==> config.mk <==
export PLATFORM = sky130hd
export DESIGN_NAME = bsg_one_hot_rr_scheduler
export DESIGN_NICKNAME = d
export VERILOG_FILES = /design/src/rtl/bsg_one_hot_ptr_rotate.sv /design/src/rtl/bsg_one_hot_rr_scheduler.sv
export SDC_FILE = /design/constraint.sdc
export NUM_CORES = 1
export LEC_CHECK = 0
export BUFFER_PORTS_ARGS = -buffer_cell sky130_fd_sc_hd__clkbuf_2
export CORE_ASPECT_RATIO = 0.8
export CORE_MARGIN = 5
export CORE_UTILIZATION = 48
export DETAILED_ROUTE_END_ITERATION = 8
export HOLD_SLACK_MARGIN = 0.12
export PLACE_DENSITY = 0.72
export RECOVER_POWER = 50
export SETUP_SLACK_MARGIN = 0.3
export SLEW_MARGIN = 20
export SYNTH_ARGS = -nofsm -noshare
export SYNTH_HDL_FRONTEND = slang
export SYNTH_SLANG_ARGS = --single-unit
==> constraint.sdc <==
create_clock -name clk_i -period 1.7 [get_ports clk_i]
set_input_delay 0.51 -clock clk_i [delete_from_list [all_inputs] [get_ports clk_i]]
set_output_delay 0.51 -clock clk_i [all_outputs]
set_load 0.01 [all_outputs]
==> src/rtl/bsg_one_hot_ptr_rotate.sv <==
// rtl/bsg_one_hot_ptr_rotate.sv - one-hot round-robin priority pointer register
//
// Holds the one-hot position where the next priority scan starts.
// Ports:
//   clk_i      - clock, rising edge
//   reset_n_i  - asynchronous active-low reset, pointer returns to bit 0
//   load_i     - load data_i rotated left by one (top bit wraps to bit 0)
//   clear_i    - return pointer to bit 0; takes precedence over load_i
//   data_i     - one-hot value to rotate in (the winner of a grant)
//   ptr_o      - registered one-hot pointer
module bsg_one_hot_ptr_rotate #(
  parameter int width_p = 4
) (
  input  logic               clk_i,
  input  logic               reset_n_i,
  input  logic               load_i,
  input  logic               clear_i,
  input  logic [width_p-1:0] data_i,
  output logic [width_p-1:0] ptr_o
);

  always_ff @(posedge clk_i or negedge reset_n_i) begin
    if (!reset_n_i) begin
      ptr_o <= width_p'(1);
    end else if (clear_i) begin
      ptr_o <= width_p'(1);
    end else if (load_i) begin
      // The requester just past the winner gets top priority next time.
      ptr_o <= {data_i[width_p-2:0], data_i[width_p-1]};
    end
  end

endmodule

==> src/rtl/bsg_one_hot_rr_scheduler.sv <==
// rtl/bsg_one_hot_rr_scheduler.sv - round-robin scheduler with one-hot grant and hold quantum
//
// Grants one requester at a time. A grant is held while its request stays
// high. It is revoked after max_hold_p granted cycles when another requester
// is waiting. Every grant ends with one idle gap cycle.
// Ports:
//   clk_i       - clock, rising edge
//   reset_n_i   - asynchronous active-low reset
//   reqs_i      - per-requester request levels
//   ptr_clear_i - synchronous pulse, pointer back to requester 0
//   grants_o    - registered grant, one-hot or zero
//   ptr_o       - registered one-hot priority pointer
//   busy_o      - high while any grant is active
//   preempt_o   - high in the last granted cycle of a quantum-expired grant
module bsg_one_hot_rr_scheduler #(
  parameter int els_p      = 4,
  parameter int max_hold_p = 8
) (
  input  logic             clk_i,
  input  logic             reset_n_i,
  input  logic [els_p-1:0] reqs_i,
  input  logic             ptr_clear_i,
  output logic [els_p-1:0] grants_o,
  output logic [els_p-1:0] ptr_o,
  output logic             busy_o,
  output logic             preempt_o
);

  localparam int cnt_w_lp = $clog2(max_hold_p + 1);

  localparam logic [1:0] state_idle = 2'd0;
  localparam logic [1:0] state_busy = 2'd1;
  localparam logic [1:0] state_gap  = 2'd2;

  logic [1:0]          state_r;
  logic [els_p-1:0]    grants_r;
  logic [cnt_w_lp-1:0] hold_r;

  // Wrap-around priority scan: the upper copy of the doubled request vector
  // covers requesters below the pointer once the lower copy is masked.
  logic [2*els_p-1:0] dbl_reqs;
  logic [2*els_p-1:0] dbl_masked;
  logic [2*els_p-1:0] dbl_first;
  logic [els_p-1:0]   winner;

  assign dbl_reqs   = {reqs_i, reqs_i};
  assign dbl_masked = dbl_reqs & {{els_p{1'b1}}, ~(ptr_o - els_p'(1))};
  assign dbl_first  = dbl_masked & (~dbl_masked + (2*els_p)'(1));
  assign winner     = dbl_first[els_p-1:0] | dbl_first[2*els_p-1:els_p];

  logic any_req;
  logic held;
  logic others;
  logic expired;
  logic issue;

  assign any_req = |reqs_i;
  assign held    = |(grants_r & reqs_i);
  assign others  = |(reqs_i & ~grants_r);
  // hold_r counts completed granted cycles, so the current cycle is the
  // max_hold_p-th once hold_r reaches max_hold_p-1.
  assign expired = (hold_r >= cnt_w_lp'(max_hold_p - 1));
  assign issue   = (state_r != state_busy) && any_req;

  always_ff @(posedge clk_i or negedge reset_n_i) begin
    if (!reset_n_i) begin
      state_r  <= state_idle;
      grants_r <= '0;
      hold_r   <= '0;
    end else begin
      case (state_r)
        state_idle, state_gap: begin
          if (any_req) begin
            state_r  <= state_busy;
            grants_r <= winner;
            hold_r   <= '0;
          end else begin
            state_r  <= state_idle;
            grants_r <= '0;
          end
        end
        state_busy: begin
          if (!held || (others && expired)) begin
            // Release wins over expiry because !held is tested first.
            state_r  <= state_gap;
            grants_r <= '0;
          end else if (hold_r != cnt_w_lp'(max_hold_p)) begin
            hold_r <= hold_r + cnt_w_lp'(1);
          end
        end
        default: begin
          state_r  <= state_idle;
          grants_r <= '0;
        end
      endcase
    end
  end

  bsg_one_hot_ptr_rotate #(
    .width_p(els_p)
  ) ptr_rotate (
    .clk_i    (clk_i),
    .reset_n_i(reset_n_i),
    .load_i   (issue),
    .clear_i  (ptr_clear_i),
    .data_i   (winner),
    .ptr_o    (ptr_o)
  );

  assign grants_o  = grants_r;
  assign busy_o    = |grants_r;
  assign preempt_o = (state_r == state_busy) && held && others && expired;

endmodule

---- Word-level counts from Yosys, hierarchy flattened ----
Index checks and enable logic that the tools add are counted.
word-level totals
  register bits ........................... 14
  input bits .............................. 7
  output and inout bits ................... 10
  word-level logic and storage cells ...... 52
operators by class
  add/subtract/negate cells ............... 3
  magnitude comparators ................... 1
  eq/ne operators ......................... 8
  muxes and demuxes ....................... 12
  bitwise gates (word level) .............. 8
  reduce and logical (&&, ||, !) cells .... 16
operators by type and width
  cell                 number
  $mux 4               7
  $and 8x8->8          2
  $pmux 4 s2           2
  $reduce_or 4->1      4
  $add 8x1->8 const B  1
  $and 4x4->4          2
  $ne 2x2->1 const B   4
  $not 4->4            2
  $not 8->8            1
  $logic_and 1x1->1    5
  $add 4x1->4 const B  1
  $ge 4x3->1 const B   1
  $ne 4x4->1 const B   1
  $or 4x4->4           1
  $pmux 2 s2           1
  $reduce_and 4->1     1
  $reduce_bool 2->1    2
  $sub 4x1->4 const B  1
  $eq 2x1->1 const B   1
  $eq 2x2->1 const B   1
  $logic_not 2->1      1
  $mux 2               1
  $ne 2x1->1 const B   1
  $reduce_or 2->1      1
  other kinds (3)      3

---- Longest topological paths before layout ----
Gate-level depths: netlist (run 1).
  depth after elaboration ................. 9
  depth in mapped cells ................... 6
  depth with buffers taken out ............ 6

---- Modules after synthesis ----
From an unflattened synthesis (run 1), not the netlist that was laid out.
second synthesis, totals
  cells, all modules ...................... 99
  area total of the unflattened synthesis .. 918.4 um2
by module, submodules not included
  module                    times used  cells an instance  area an instance (um2)  sequential area each (um2)
  bsg_one_hot_rr_scheduler  1           86                 753.2                   250.2
  bsg_one_hot_ptr_rotate    1           13                 165.2                   101.3

---- Worst setup path after synthesis (run 1) ----
Ideal clock, no wire load.
  path type ............................... flip-flop to flip-flop
  start ................................... register ptr_rotate.ptr_o[1]
  end ..................................... register grants_r[3], in the netlist grants_o[3]
  setup time .............................. 0.092 ns
  data arrival time ....................... 1.581 ns
  data required time ...................... 1.608 ns
  setup slack ............................. 0.027 ns
  stages on the path, launching flop included .. 5
  path buffers ............................ 0
  period minus slack after synthesis ...... 1.673 ns
  cells stage by stage .................... dfrtp_1 > or4_4 > nand2_1 > mux2_4 > o31ai_2
between the ends
  longest elaborated chain between the ends .. 9
RTL lines
  what                    RTL line                        text
  start, declared         bsg_one_hot_ptr_rotate.sv:19    output logic [width_p-1:0] ptr_o
  start signal, assigned  bsg_one_hot_ptr_rotate.sv:24    ptr_o <= width_p'(1);
  start signal, assigned  bsg_one_hot_ptr_rotate.sv:26    ptr_o <= width_p'(1);
  start signal, assigned  bsg_one_hot_ptr_rotate.sv:29    ptr_o <= {data_i[width_p-2:0], data_i[width_p-1]};
  $sub 4x1->4 *           bsg_one_hot_rr_scheduler.sv:47  assign dbl_masked = dbl_reqs & {{els_p{1'b1}}, ~(ptr_o - els_p'(1))};
  $not 4->4 *             bsg_one_hot_rr_scheduler.sv:47
  $and 8x8->8 *           bsg_one_hot_rr_scheduler.sv:47
  $not 8->8               bsg_one_hot_rr_scheduler.sv:48  assign dbl_first = dbl_masked & (~dbl_masked + (2*els_p)'(1));
  $add 8x1->8             bsg_one_hot_rr_scheduler.sv:48
  $and 8x8->8 *           bsg_one_hot_rr_scheduler.sv:48
  $or 4x4->4 *            bsg_one_hot_rr_scheduler.sv:49  assign winner = dbl_first[els_p-1:0] | dbl_first[2*els_p-1:els_p];
  $mux 4 *                bsg_one_hot_rr_scheduler.sv:73  if (any_req) begin
  $pmux 4 s2 *            bsg_one_hot_rr_scheduler.sv:71  case (state_r)
  end signal, assigned    bsg_one_hot_rr_scheduler.sv:75  grants_r <= winner;
  end, declared           bsg_one_hot_rr_scheduler.sv:36  logic [els_p-1:0] grants_r;
Every way passes the cells marked *; elsewhere a longest branch is shown, timed or not.
A chain may end at the register's enable or synchronous reset.

---- Final worst setup path (run 1) ----
  start ................................... register grants_r[2], in the netlist grants_o[2]
  end ..................................... output preempt_o
between the ends
  longest elaborated chain between the ends .. 5
  elaborated cells on any way between the ends .. 8
  those cells by class .................... bitwise (3); reduce/logical (5)
RTL lines
  what                                                         RTL line                                                         text
  $and 4x4->4 / $not 4->4 (equally long branches)              bsg_one_hot_rr_scheduler.sv:58, bsg_one_hot_rr_scheduler.sv:59
  $reduce_or 4->1 / $and 4x4->4 (equally long branches)        bsg_one_hot_rr_scheduler.sv:58, bsg_one_hot_rr_scheduler.sv:59
  $logic_and 1x1->1 / $reduce_or 4->1 (equally long branches)  bsg_one_hot_rr_scheduler.sv:112, bsg_one_hot_rr_scheduler.sv:59
  $logic_and 1x1->1 * (2 in series)                            bsg_one_hot_rr_scheduler.sv:112                                  assign preempt_o = (state_r == state_busy) && held && others && expired;
  end, declared                                                bsg_one_hot_rr_scheduler.sv:26                                   output logic preempt_o
Marked as above.

==> summary.txt, run 1 <==
STA
  – Final setup viols: 2
  – Fin Setup TNS: -0.432 ns
  – Final worst path period share: 113%
  – Setup ws final: -0.219 ns
  – Max Fclk: 521 MHz
  – Setup Skew: 0.0104 ns
  – Slew margin rel.: 48.4%
  – Min cycle time layout: 1.92 ns
  – Final Hold Vio Count: 0
  – Max Slew Vio Count: 0
  – Slew @ Worst Pin: 0.773 ns
  – RSZ-0062 raised after global routing: true

Yosys
  – Area contributors post-synth: dfrtp_1 (37%), nand2_1 (4.7%), ha_1 (4.3%)
  – Xor-xnor portion of the synthesized cell area: 0.996%
  – Top_reg_cell synth: dfrtp_1
  – Post-synthesis compound-gate area fraction: 23.2%
  – Mapped Cells: 89
  – Post-Synth Adder-Cell Area: 4.27%
  – Mean Syn Cell Area: 9.88 sq um
  – Post-synthesis mux area share: 5.12%
  – Leading area contributor after synthesis: dfrtp_1
  – Ys async rst share: 100%
  – Sequential share of the synthesized area: 40.0%
  – Most common library cells after synthesis: dfrtp_1 (13), nand2_1 (11), inv_1 (6), nand2b_1 (6), a22o_1 (4)
  – Synth Cell Area: 880 sq um
  – Syn. warnings: 0
  – Cell variety after synth: 36
  – Syn Nets: 99
  – Largest family of logic cells by synthesized area: simple AND/OR/NAND/NOR gates
  – Yosys reg bits: 14
  – Post-synth EDFFs: 0
  – Cell with the most instances after synthesis: dfrtp_1
  – Simple logic cell fraction of the synthesized area: 23.3%
  – Top-area cell type share of the netlist area: 37.0%

Global routing
  – GRT Util Overall: 21.3%
  – Largest net degree at the start of global routing: 15
  – Antenna violations before repair: 0
  – First-pass GRT wire length: 4260 um
  – Vias in the first global route: 877
  – Total gr overflow: 0

Power and ir drop
  – Worst vdd ir: 1.23 mV
  – Pleak: 0.665 nW
  – Power density over the cells: 1620 nW/um^2

Clock network
  – Clock Latency Late Sink: 0.29 ns
  – Max clock buf depth: 2
  – CTS sink cnt: 14
  – H-tree depth: 1
  – CTS tree: yes
  – CTS Buf Count: 3
  – Clk slew on worst S/H paths: 0.09 ns
  – Clock root buffer: clkbuf_4

Cells and area
  – Proportion of layout cells with a drive suffix above 1: 59.7%
  – Diode count: 0
  – # nets final: 145
  – Fillers: 83
  – P&R area growth vs syn: 67.1%
  – Sequential Area: 357 sq um
  – Multi-input gate area: 697 sq um

Floorplan
  – Starting Density: 52.5%
  – Die Span Y: 48.3 um
  – # rows: 13
  – Core Area: 1680 sq um
  – Area of the die: 2790 sq um
  – Die width: 57.9 um
  – I/O pin count: 17

Place
  – Post-DP HPWL: 1640 um
  – Setup slack at placement: -0.0734 ns
  – GPL Wtd Cong: 0.824
  – IO buf count: 16

Critical path
  – Critical Path Max Stage Delay: 0.45 ns
  – R2r setup slk: 0.03 ns
  – Critical Path AT: 1.41 ns
  – Required @ worst endpoint: 1.19 ns
  – Cell Chain, Critical Path: nand2b_1, a41o_1, nor2b_2, buf_2
  – CP max stage cell: dfrtp_2
  – CP endpoint kind: primary output
  – Crit path launch type: register
  – Crit Path Max Fanout: 4
  – Critical path class: register to primary output

Outcome
  – Status: finished with violations
  – Violated checks: negative setup slack

Drt
  – Routed Antenna Nets: 0
  – WL final: 2760 um
  – Via density: 5.70
  – WL/cell: 17.7 um
  – TritonRoute pass-1 iters: 4
  – Vias: 889
  – DRC Markers: 0
  – 1st-iter DRT viols: 18

Min path
  – Min-Delay Path Class: register to register

Job
  – Max cap viols: 0
## layout make-up
| cell class | count | share of cell area (%) |
|---|---|---|
| multi-input combinational | 68 | 47.4 |
| sequential | 14 | 24.3 |
| timing repair buffer | 42 | 23.0 |
| tap | 22 | 1.87 |
| clock buffer | 4 | 1.79 |
| inverter | 6 | 1.70 |
## sequential cells by signal, indices dropped and copies added, names as in the netlist
name and count:
grants_o 4, state_r 2, hold_r 4, ptr_rotate.ptr_o 4
## final timing paths
check,startpoint,endpoint,cells after the start
max reg2reg,ptr_rotate.ptr_o[0],ptr_rotate.ptr_o[0],4
min reg2reg,hold_r[3],hold_r[3],1
min,hold_r[3],hold_r[3],1
max,grants_o[2],preempt_o,4
max in group asynchronous,reset_n_i,ptr_rotate.ptr_o[3],2
min in group asynchronous,reset_n_i,grants_o[3],2
## per-stage QoR
stage	total power, W	util [%]	cells	hold slack, ns	cell area [sq um]
after floorplan	0.00123	-	89	0.214	933
after global placement	0.00149	65.4	134	0.425	1100
after detailed placement	0.00151	65.4	134	0.428	1100
after CTS	0.00207	78.4	150	0.535	1310
after global routing	0.00252	87.8	156	0.587	1470
final	0.00238	87.8	156	0.566	1470
## where the power goes
group | total (W) | switching [W] | internal [W]
sequential | 0.000590 | 0.000135 | 0.000454
clock | 0.000202 | 0.000111 | 0.0000913
combinational | 0.00158 | 0.000723 | 0.000862
total | 0.00238 | 0.000969 | 0.00141
## worst max-delay path: cells and delay by family (launching register included)
family / cells / cell delay [ns]
DFF: 1 / 0.45
AOI/OAI and AO/OA: 1 / 0.26
buffers and inverters: 1 / 0.13
and+or+nand+nor: 2 / 0.27
## cell usage in the layout (no fill, tap or decap), types with 2 or more instances in the layout
master,count
and2_1,2
nand2_1,8
clkbuf_1,2
dfrtp_1,9
a22o_1,4
buf_6,13
buf_4,17
nand2b_1,4
or3_1,2
inv_1,4
a21oi_1,2
o31ai_4,2
dfrtp_2,4
a41o_1,3
nor3_1,2
ha_4,2
buf_2,4
nand2_2,2
clkbuf_2,6
or4_4,2
clkbuf_4,3
nor2_1,2
a22oi_2,2
mux2i_1,3
nand2b_4,2
## cell families after synthesis
group | after synthesis
adders and majority gates | 3
xor gates and xnor gates | 1
DFF | 14
AOI/OAI and AO/OA | 24
buffers and inverters | 7
and+or+nand+nor | 36
muxes | 4
## routing by layer
layer	share of wire (%)	routed length, um	vias up	GRT usage [%]
met4	2.0	55	0	9.26
li1	-	-	420	-
met3	5.1	141	7	4.76
met1	40	1120	442	24.0
met2	52	1450	20	40.1
met5	0	0	-	0
## repair_timing
action / 4_1_cts / 5_1_grt
gates resized for setup: 19 / 29
setup endpoints to repair: 20 / 23
buffers inserted: 11 / 6
pin swaps: 4 / 10
gates cloned: 0 / 0
hold endpoints to repair: 7 / 0
hold buffers: 1 / 0
Power figures use the tool's default switching activity.
==> run 2, diff against run 1 <==
PLACE_DENSITY = not set   (was 0.72)
PLACE_DENSITY_LB_ADDON = 0.15   (was not set)
==> run 2 against run 1 <==
  * Critical path type unchanged
  * The flow still finishes with violations (negative setup slack)
  * Clock skew is 0.0038 ns lower
  * Power is 1.9% higher
  * Maximum frequency is 1.2% lower
  * Sequential cell count stayed put
  * Register-to-register slack hardly changed
  * Via count is 6.1% higher
==> summary.txt, run 2 (synthesized netlist as in run 1, its figures left out) <==
Clock network
  – CTS Buf Count: 3 (unchanged)
  – Clock root buffer: clkbuf_4
  – CTS sink cnt: 14 (unchanged)
  – CTS tree: yes
  – Clock Latency Late Sink: 0.30 ns (about the same)
  – H-tree depth: 1 (unchanged)
  – Max clock buf depth: 2 (unchanged)
  – Clk slew on worst S/H paths: 0.09 ns (about the same)

Power and ir drop
  – Clock power frac: 10.4% (+1.9 points)
  – Share of power burned in combinational logic: 65.0% (-1.7 points)
  – Worst vdd ir: 1.23 mV (-0.16%)
  – Seq pwr share: 24.6% (-0.2 points)
  – Pleak: 0.661 nW (-0.71%)
  – Switch share: 41.9% (+1.2 points)
  – Power density over the cells: 1650 nW/um^2 (+2.0%)
  – Cell internal pwr: 0.00141 W (-0.11%)
  – Switching power: 0.00102 W (+4.8%)

Drt
  – DRC Markers: 0 (unchanged)
  – Vias: 943 (+6.1%)
  – TritonRoute pass-1 iters: 4 (unchanged)
  – WL/cell: 19.8 um (+12%)
  – 1st-iter DRT viols: 34 (+16)
  – WL final: 3050 um (+10%)
  – Routed Antenna Nets: 0 (unchanged)
  – Via density: 6.12 (+7.5%)

Place
  – IO buf count: 16 (unchanged)
  – Post-DP HPWL: 1800 um (+9.5%)
  – Setup slack at placement: -0.0938 ns (-0.0205 ns)
  – Post-Place Cells: 134 (unchanged)
  – GPL Wtd Cong: 0.806 (-2.2%)

Critical path
  – CP max stage cell: dfrtp_2
  – CP endpoint kind: primary output
  – Critical Path AT: 1.43 ns (+0.02 ns)
  – R2r setup slk: 0.02 ns (about the same)
  – End of the worst register-to-register path: hold_r[0]
  – Cell Chain, Critical Path: nand2b_1, a41o_1, nor2b_2, buf_2
  – Critical Path Max Stage Delay: 0.46 ns (about the same)
  – Crit Path Max Fanout: 4 (unchanged)
  – Required @ worst endpoint: 1.19 ns (about the same)
  – Worst r2r src: grants_o[0]
  – Crit path launch type: register
  – R2r worst-path depth: 6 (+2)
  – Critical path class: register to primary output

Cells and area
  – Multi-input gate area: 689 sq um (-1.1%)
  – Proportion of layout cells with a drive suffix above 1: 59.1% (-0.61 points)
  – Fillers: 72 (-13%)
  – # nets final: 143 (-1.4%)
  – P&R area growth vs syn: 67.0% (about the same)
  – Commonest non-fill, non-tap cell in the layout: buf_4
  – Post-route insts no fill: 154 (-1.3%)
  – Sequential Area: 357 sq um (unchanged)
  – Util after Layout: 87.7% (about the same)
  – Most frequent cells in the layout: buf_4 (16), buf_6 (11), dfrtp_1 (9)
  – Diode count: 0 (unchanged)

Floorplan
  – Die width: 57.9 um (unchanged)
  – Starting Density: 52.5% (unchanged)
  – Core Area: 1680 sq um (unchanged)
  – # rows: 13 (unchanged)
  – Area of the die: 2790 sq um (unchanged)
  – Die Span Y: 48.3 um (unchanged)
  – I/O pin count: 17 (unchanged)

STA
  – Slew margin rel.: 47.8% (-0.60 points)
  – Slew @ Worst Pin: 0.782 ns (+0.00900 ns)
  – Max Fclk: 515 MHz (-1.2%)
  – Final setup viols: 2 (unchanged)
  – Min cycle time layout: 1.94 ns (+0.0233 ns)
  – Setup Skew: 0.00653 ns (-0.00383 ns)
  – Final Hold Vio Count: 0 (unchanged)
  – Final worst path period share: 114% (+1.4 points)
  – Setup ws final: -0.242 ns (-0.0233 ns)
  – RSZ-0062 raised after global routing: true
  – Max Slew Vio Count: 0 (unchanged)

Global routing
  – Largest net degree at the start of global routing: 15 (unchanged)
  – GRT Util Overall: 23.3% (+2.1 points)
  – First-pass GRT wire length: 4740 um (+11%)
  – Antenna violations before repair: 0 (unchanged)
  – Vias in the first global route: 974 (+11%)
  – Total gr overflow: 0 (unchanged)

Job
  – Max cap viols: 0 (unchanged)

Outcome
  – Violated checks: negative setup slack
  – Status: finished with violations

Min path
  – Worst hold endpoint: hold_r[3]
  – WHS Path Cells: 1 (unchanged)
  – Min-Delay Path Class: register to register
  – Hold_sp: hold_r[3]
-- run 2: routing by layer --
layer	GRT usage [%]	vias to the layer above	wire length, um
li1	-	420	-
met1	25.8	474	1240
met2	44.4	38	1540
met3	5.29	11	178
met4	10.6	0	91
met5	0	-	0
-- run 2: what timing repair did --
| action | in CTS | in global routing |
|---|---|---|
| hold buffers | 1 | 0 |
| endpoints found under the setup margin | 20 | 24 |
| pin swaps | 8 | 6 |
| gates resized for setup | 24 | 24 |
| setup buffers | 8 | 7 |
| hold endpoints to repair | 1 | 0 |
-- run 2: stage by stage --
step           TNS, ns  hold slack [ns]  area, sq um  total power, W
5_1_grt         -0.658            0.573         1470         0.00256
6_report        -0.480            0.563         1470         0.00242
2_1_floorplan        0            0.214          933         0.00123
3_5_place_dp    -0.240            0.430         1100         0.00153
3_3_place_gp   -0.0401            0.427         1100         0.00150
4_1_cts         -0.389            0.543         1330         0.00208
-- run 2: power by group through the flow --
stage / clock (W) / sequential, W / combinational (W)
after floorplan: 0 / 0.000589 / 0.000637
after global placement: 0 / 0.000574 / 0.000928
after detailed placement: 0 / 0.000582 / 0.000951
after CTS: 0.000244 / 0.000573 / 0.00126
after global routing: 0.000266 / 0.000608 / 0.00168
final: 0.000252 / 0.000596 / 0.00157
-- run 2: final cells by class --
class | instances | area share [%]
Clock buffer | 4 | 2.47
Inverter | 6 | 1.53
Multi-Input combinational cell | 68 | 46.9
Sequential cell | 14 | 24.3
Tap cell | 22 | 1.87
Timing Repair Buffer | 40 | 22.9
-- run 2: how the worst max path moves through the flow --
stage                                    from     endpoint  slack (ns)  cells past startpoint
after floorplan           ptr_rotate.ptr_o[1]  grants_o[3]        0.11                      4
after global placement              reqs_i[3]    preempt_o       -0.04                      5
after CTS                           hold_r[0]    preempt_o       -0.20                      5
after detailed placement            reqs_i[2]    hold_r[0]       -0.09                      6
final                             grants_o[0]    preempt_o       -0.24                      4
after global routing              grants_o[0]    preempt_o       -0.29                      4
-- run 2: worst max-delay path: cells and delay by family (launching register included) --
kind | cells | cell delay (ns)
AND/OR/NAND/NOR | 2 | 0.29
flip-flops | 1 | 0.46
AO/OA/AOI/OAI | 1 | 0.26
buffers and inverters | 1 | 0.13
